File: config.mk
export PLATFORM = sky130hd
export DESIGN_NAME = data_memory_sized
export DESIGN_NICKNAME = d
export VERILOG_FILES = /design/src/rtl/data_memory_sized.sv
export SDC_FILE = /design/constraint.sdc
export NUM_CORES = 1
export LEC_CHECK = 0
export CORE_UTILIZATION = 44
export DETAILED_ROUTE_END_ITERATION = 10
export GPL_ROUTABILITY_DRIVEN = 0
export PLACE_DENSITY = 0.61
export SLEW_MARGIN = 20
export SYNTH_ARGS = -nofsm -noshare
export SYNTH_HDL_FRONTEND = slang
export SYNTH_SLANG_ARGS = --single-unit
File: constraint.sdc
create_clock -name clk -period 3.4 [get_ports clk]
set_clock_uncertainty 0.05 [all_clocks]
set_input_delay 0.68 -clock clk [delete_from_list [all_inputs] [get_ports clk]]
set_output_delay 0.68 -clock clk [all_outputs]
set_load 0.01 [all_outputs]
File: src/rtl/data_memory_sized.sv
// Sized data memory for the MEM stage: byte/half/word loads and stores,
// misalign detect, post-reset clear sweep. Optional image port: DMEM_DEBUG_EN.
module data_memory_sized #(
  parameter int DEPTH  = 32,
  parameter int ADDR_W = 32
) (
  input  logic              clk,
  input  logic              i_reset,
  input  logic              i_read,
  input  logic              i_wenable,
  input  logic [1:0]        i_size,
  input  logic              i_unsigned,
  input  logic [ADDR_W-1:0] i_address,
  input  logic [31:0]       i_data,
  output logic [31:0]       o_data,
  output logic              o_misaligned,
  output logic              o_busy
`ifdef DMEM_DEBUG_EN
  ,
  output logic [32*DEPTH-1:0] o_data_to_debug
`endif
);

  localparam int IDX_W = $clog2(DEPTH);

  typedef enum logic {
    CLEAR,
    READY
  } state_t;

  logic [31:0]      mem [DEPTH];
  state_t           state, state_n;
  logic [IDX_W-1:0] cnt, cnt_n;

  logic [IDX_W-1:0] idx;
  logic [1:0]       lane;
  logic             is_b, is_h, is_w;
  logic             mis, access;

  logic             wr_en;
  logic [IDX_W-1:0] wr_idx;
  logic [3:0]       wr_be;
  logic [31:0]      wr_data;

  logic [31:0]      rword, load_val;
  logic [7:0]       rbyte;
  logic [15:0]      rhalf;

  // Address bits above the array are ignored: accesses wrap.
  logic             unused_addr;
  assign unused_addr = ^i_address[ADDR_W-1:IDX_W+2];

  assign idx    = i_address[IDX_W+1:2];
  assign lane   = i_address[1:0];
  assign access = i_read | i_wenable;
  assign o_busy = (state == CLEAR);

  always_comb begin
    is_b = 1'b0;
    is_h = 1'b0;
    is_w = 1'b0;
    unique case (1'b1)
      (i_size == 2'b00): is_b = 1'b1;
      (i_size == 2'b01): is_h = 1'b1;
      default:           is_w = 1'b1;
    endcase
  end

  assign mis = (is_h & lane[0]) | (is_w & (|lane));

  always_comb begin
    state_n = state;
    cnt_n   = cnt;
    if (state == CLEAR) begin
      cnt_n = cnt + 1'b1;
      if (cnt == IDX_W'(DEPTH - 1))
        state_n = READY;
    end
  end

  always_ff @(posedge clk) begin
    if (i_reset) begin
      state <= CLEAR;
      cnt   <= '0;
    end else begin
      state <= state_n;
      cnt   <= cnt_n;
    end
  end

  // One shared write port: clear sweep or a lane-masked store.
  always_comb begin
    wr_en   = 1'b0;
    wr_idx  = idx;
    wr_be   = 4'b0000;
    wr_data = 32'h0;
    if (state == CLEAR) begin
      wr_en  = 1'b1;
      wr_idx = cnt;
      wr_be  = 4'b1111;
    end else if (i_wenable && !mis) begin
      wr_en = 1'b1;
      unique case (1'b1)
        is_b: begin
          wr_be   = 4'b0001 << lane;
          wr_data = {4{i_data[7:0]}};
        end
        is_h: begin
          wr_be   = lane[1] ? 4'b1100 : 4'b0011;
          wr_data = {2{i_data[15:0]}};
        end
        default: begin
          wr_be   = 4'b1111;
          wr_data = i_data;
        end
      endcase
    end
  end

  always_ff @(posedge clk) begin
    if (!i_reset && wr_en) begin
      for (int b = 0; b < 4; b++) begin
        if (wr_be[b])
          mem[wr_idx][8*b +: 8] <= wr_data[8*b +: 8];
      end
    end
  end

  assign rword = mem[idx];
  assign rbyte = rword[{lane, 3'b000} +: 8];
  assign rhalf = lane[1] ? rword[31:16] : rword[15:0];

  always_comb begin
    load_val = rword;
    unique case (1'b1)
      is_b:    load_val = {{24{~i_unsigned & rbyte[7]}}, rbyte};
      is_h:    load_val = {{16{~i_unsigned & rhalf[15]}}, rhalf};
      default: load_val = rword;
    endcase
  end

  // Falling-edge read: sees the store made at the preceding rising edge.
  always_ff @(negedge clk) begin
    if (state == CLEAR) begin
      o_data       <= 32'h0;
      o_misaligned <= 1'b0;
    end else begin
      o_misaligned <= mis & access;
      if (i_read)
        o_data <= mis ? 32'h0 : load_val;
    end
  end

`ifdef DMEM_DEBUG_EN
  for (genvar g = 0; g < DEPTH; g++) begin : g_dbg
    assign o_data_to_debug[32*(DEPTH-g)-1 -: 32] = mem[g];
  end
`endif

endmodule

==> results.json <==
{
  "yosys.area.top_type": "sky130_fd_sc_hd__edfxtp_1",
  "tritoncts": "yes",
  "failing_checks": "negative setup slack",
  "grt.total_usage_pct": 21.7,
  "mapped_cell_area_um2": 42000,
  "antenna-diode-count": 0,
  "yosysMostFrequentCell": "sky130_fd_sc_hd__edfxtp_1",
  "critical_path_peak_fanout": 16,
  "area_of_the_die_um2": 96700,
  "relSlewSlack_pct": 44.9,
  "number_of_placed_i_o_pins": 105,
  "num_vias": 22300,
  "totalWireLength_mm": 104,
  "yosys.cell_types.count": 49,
  "element_type_at_the_critical_path_start": "flip-flop",
  "final_nets": 2600,
  "place_hpwl_mm": 69.2,
  "required_time_at_the_endpoint_of_the_critical_path_ns": 2.20,
  "grt_pass1_vias": 22800,
  "htree_num_levels": 3,
  "commonest_cells_in_the_netlist": "sky130_fd_sc_hd__edfxtp_1, sky130_fd_sc_hd__mux4_2, sky130_fd_sc_hd__nor3_1",
  "syn_avg_cell_area_um2": 20.6,
  "placed_cells": 3590,
  "core_box_area_um2": 93900,
  "max_cap_viol_count": 0,
  "clkSlewWorstSetupHoldPaths_ns": 0.06,
  "final_max_tran_viols": 0,
  "fin_area_um2": 52100,
  "top_signal_layer_used": "met5",
  "power.density_cell_area_nw_per_um2": 527,
  "detail_route_antenna_nets": 0,
  "p_leak_uw": 0.0160,
  "fin_cells": 3870,
  "count_of_standard_cell_rows": 112,
  "place.port_buffers": 79,
  "detailroute.wirelength.met3_mm": 9.83,
  "run_status": "finished with violations",
  "total_power_uw": 27400,
  "grt_start_max_net_pins": 33,
  "syn2layout_area_growth_pct": 24.1,
  "ir_drop_worst_vdd_mv": 0.315,
  "timing_worst_slew_pin_value_ns": 0.823,
  "drt-pass1-iter-count": 5,
  "fin_ws_ns": -0.988,
  "detail_route.vias_per_cell": 5.76,
  "timing.critical_path.arrival_ns": 3.19,
  "routedLengthMet1_mm": 43.7,
  "rsz0062_at_grt": "true",
  "die_h_um": 311,
  "reg2reg_depth": 7,
  "clk_latency_ns": 0.67,
  "mappedNetlistNets": 2107,
  "syn_inst": 2034,
  "detail_route.wl_per_cell_um": 26.9,
  "drc": 0,
  "finalHoldViolations": 0,
  "synth_seq_cells": 1063,
  "synthTopCellsByArea": "sky130_fd_sc_hd__edfxtp_1, sky130_fd_sc_hd__mux4_2, sky130_fd_sc_hd__dfxtp_1, sky130_fd_sc_hd__mux2i_1, sky130_fd_sc_hd__nor3_1",
  "dieWidth_um": 311,
  "hold_crit_path_type": "reg -> reg",
  "synth_edf_count": 1024,
  "netlist.area_leader.share_pct": 73.2,
  "timing.setup.critical_path_class": "reg -> reg",
  "final_core_density_pct": 55.5,
  "share_of_post_route_cells_with_drive_strength_above_1_pct": 40.2,
  "dominantRegCellSynth": "sky130_fd_sc_hd__edfxtp_1",
  "setup_viol_count_final": 65,
  "hold_buffers": 0,
  "cts_max_path_buffers": 3,
  "global_route_wire_length_before_repair_mm": 153,
  "timing.critical_path.to_type": "flip-flop",
  "detailed_place.area_um2": 47300,
  "clkSinkCount": 1063,
  "drt_iter0_markers": 2494,
  "worst_hold_path.num_cells": 1,
  "cts_inserted_buffers": 103,
  "ys_warn_count": 0,
  "cell_at_the_root_of_the_clock_tree": "sky130_fd_sc_hd__clkbuf_16",
  "initial_utilization_pct": 44.7,
  "grt_antenna_before_repair": 2,
  "grt_overflow_total": 0,
  "route.met2.wl_mm": 48.8,
  "seq_area_frac_synth_pct": 75.1,
  "synthArstFlopShare_pct": 0
}
==> where the power goes <==
group          internal (uW)  switching (uW)  leakage (uW)
combinational            763             807       0.00575
sequential             14200            25.5       0.00836
clock                   6690            4930       0.00185
==> cell families (layout without fill, tap and decap cells) <==
family / Yosys count / in the layout / synth area share [%]
xor gates and xnor gates: 3 / 3 / 0.0626
AOI/OAI and AO/OA: 151 / 151 / 2.43
adders and majority gates: 2 / 2 / 0.0596
muxes: 388 / 388 / 17.7
DFF: 1063 / 1063 / 75.1
and+or+nand+nor: 283 / 283 / 3.16
buffers and inverters: 144 / 726 / 1.49
==> timing repair <==
| item | in CTS | in global routing |
|---|---|---|
| endpoints found under the hold margin | 0 | 0 |
| endpoints found under the setup margin | 65 | 65 |
| buffers inserted | 38 | 7 |
| gates cloned | 9 | 4 |
| pin swaps | 11 | 8 |
| gates resized for setup | 284 | 29 |
==> layer usage <==
metal | up-vias | global-route usage, %
met4 | 2 | 5.42
met3 | 132 | 4.63
li1 | 9516 | -
met5 | - | 0
met1 | 11700 | 31.2
met2 | 937 | 33.8
==> placed cells by master (no fill, tap or decap), drive strengths merged, types with 4 or more instances in the layout <==
| cell | netlist | layout |
|---|---|---|
| edfxtp | 1024 | 1024 |
| buf | 62 | 448 |
| mux4 | 280 | 280 |
| clkbuf | 76 | 131 |
| nor3 | 116 | 116 |
| nor2 | 67 | 67 |
| mux2i | 62 | 62 |
| nand2 | 57 | 57 |
| clkinv | 0 | 48 |
| mux2 | 46 | 46 |
| inv | 6 | 43 |
| clkdlybuf4s50 | 0 | 40 |
| dfxtp | 39 | 39 |
| a21oi | 37 | 37 |
| o22ai | 25 | 25 |
| a31oi | 16 | 16 |
| and2 | 15 | 15 |
| a211oi | 14 | 14 |
| a221o | 10 | 10 |
| bufinv | 0 | 10 |
| o21ai | 10 | 10 |
| or2 | 8 | 8 |
| o221ai | 8 | 8 |
| o211ai | 7 | 7 |
| a22oi | 7 | 7 |
| a211o | 6 | 6 |
| nand3 | 5 | 5 |
| and3 | 4 | 4 |
| clkinvlp | 0 | 4 |
==> critical path, stage by stage, from the launching register on <==
cell	delay [ns]
sky130_fd_sc_hd__edfxtp_1	0.41
sky130_fd_sc_hd__mux4_2	0.49
sky130_fd_sc_hd__mux4_2	0.49
sky130_fd_sc_hd__mux2i_4	0.30
sky130_fd_sc_hd__mux4_2	0.34
sky130_fd_sc_hd__nor4_4	0.05
sky130_fd_sc_hd__buf_12	0.15
sky130_fd_sc_hd__a211o_1	0.27
==> stage by stage <==
stage	setup TNS, ns	worst slack, ns	hold slack (ns)
2_1_floorplan	-37.39	-1.29	0.457
3_3_place_gp	-53.31	-1.76	0.420
3_5_place_dp	-55.02	-1.80	0.410
4_1_cts	-32.86	-0.995	0.428
5_1_grt	-34.05	-1.01	0.441
6_report	-32.20	-0.988	0.433
==> sequential cells by signal, indices dropped and copies added, names as in the netlist <==
register and count:
o_misaligned 1, mem 1024, cnt 5, state 1, o_data 32
==> cell type report <==
| type | count | area [um^2] |
|---|---|---|
| Sequential cell | 1063 | 31600 |
| Multi-Input combinational cell | 827 | 10200 |
| Fill cell | 7063 | 41800 |
| Tap cell | 1254 | 1570 |
| Clock inverter | 100 | 722 |
| Timing Repair Buffer | 494 | 5200 |
| Inverter | 5 | 18.8 |
| Clock buffer | 127 | 2810 |
==> worst paths after layout <==
path | from | to | slack, ns
worst min-delay path | o_data[20]$_SDFFE_NN0P_ | o_data[20]$_SDFFE_NN0P_ | 0.43
worst max register to register | mem[13][31]$_DFFE_PP_ | o_data[22]$_SDFFE_NN0P_ | -0.99
worst min register to register | o_data[20]$_SDFFE_NN0P_ | o_data[20]$_SDFFE_NN0P_ | 0.43
worst max-delay path | mem[13][31]$_DFFE_PP_ | o_data[22]$_SDFFE_NN0P_ | -0.99
No activity file was read; power rests on OpenSTA's default activity.
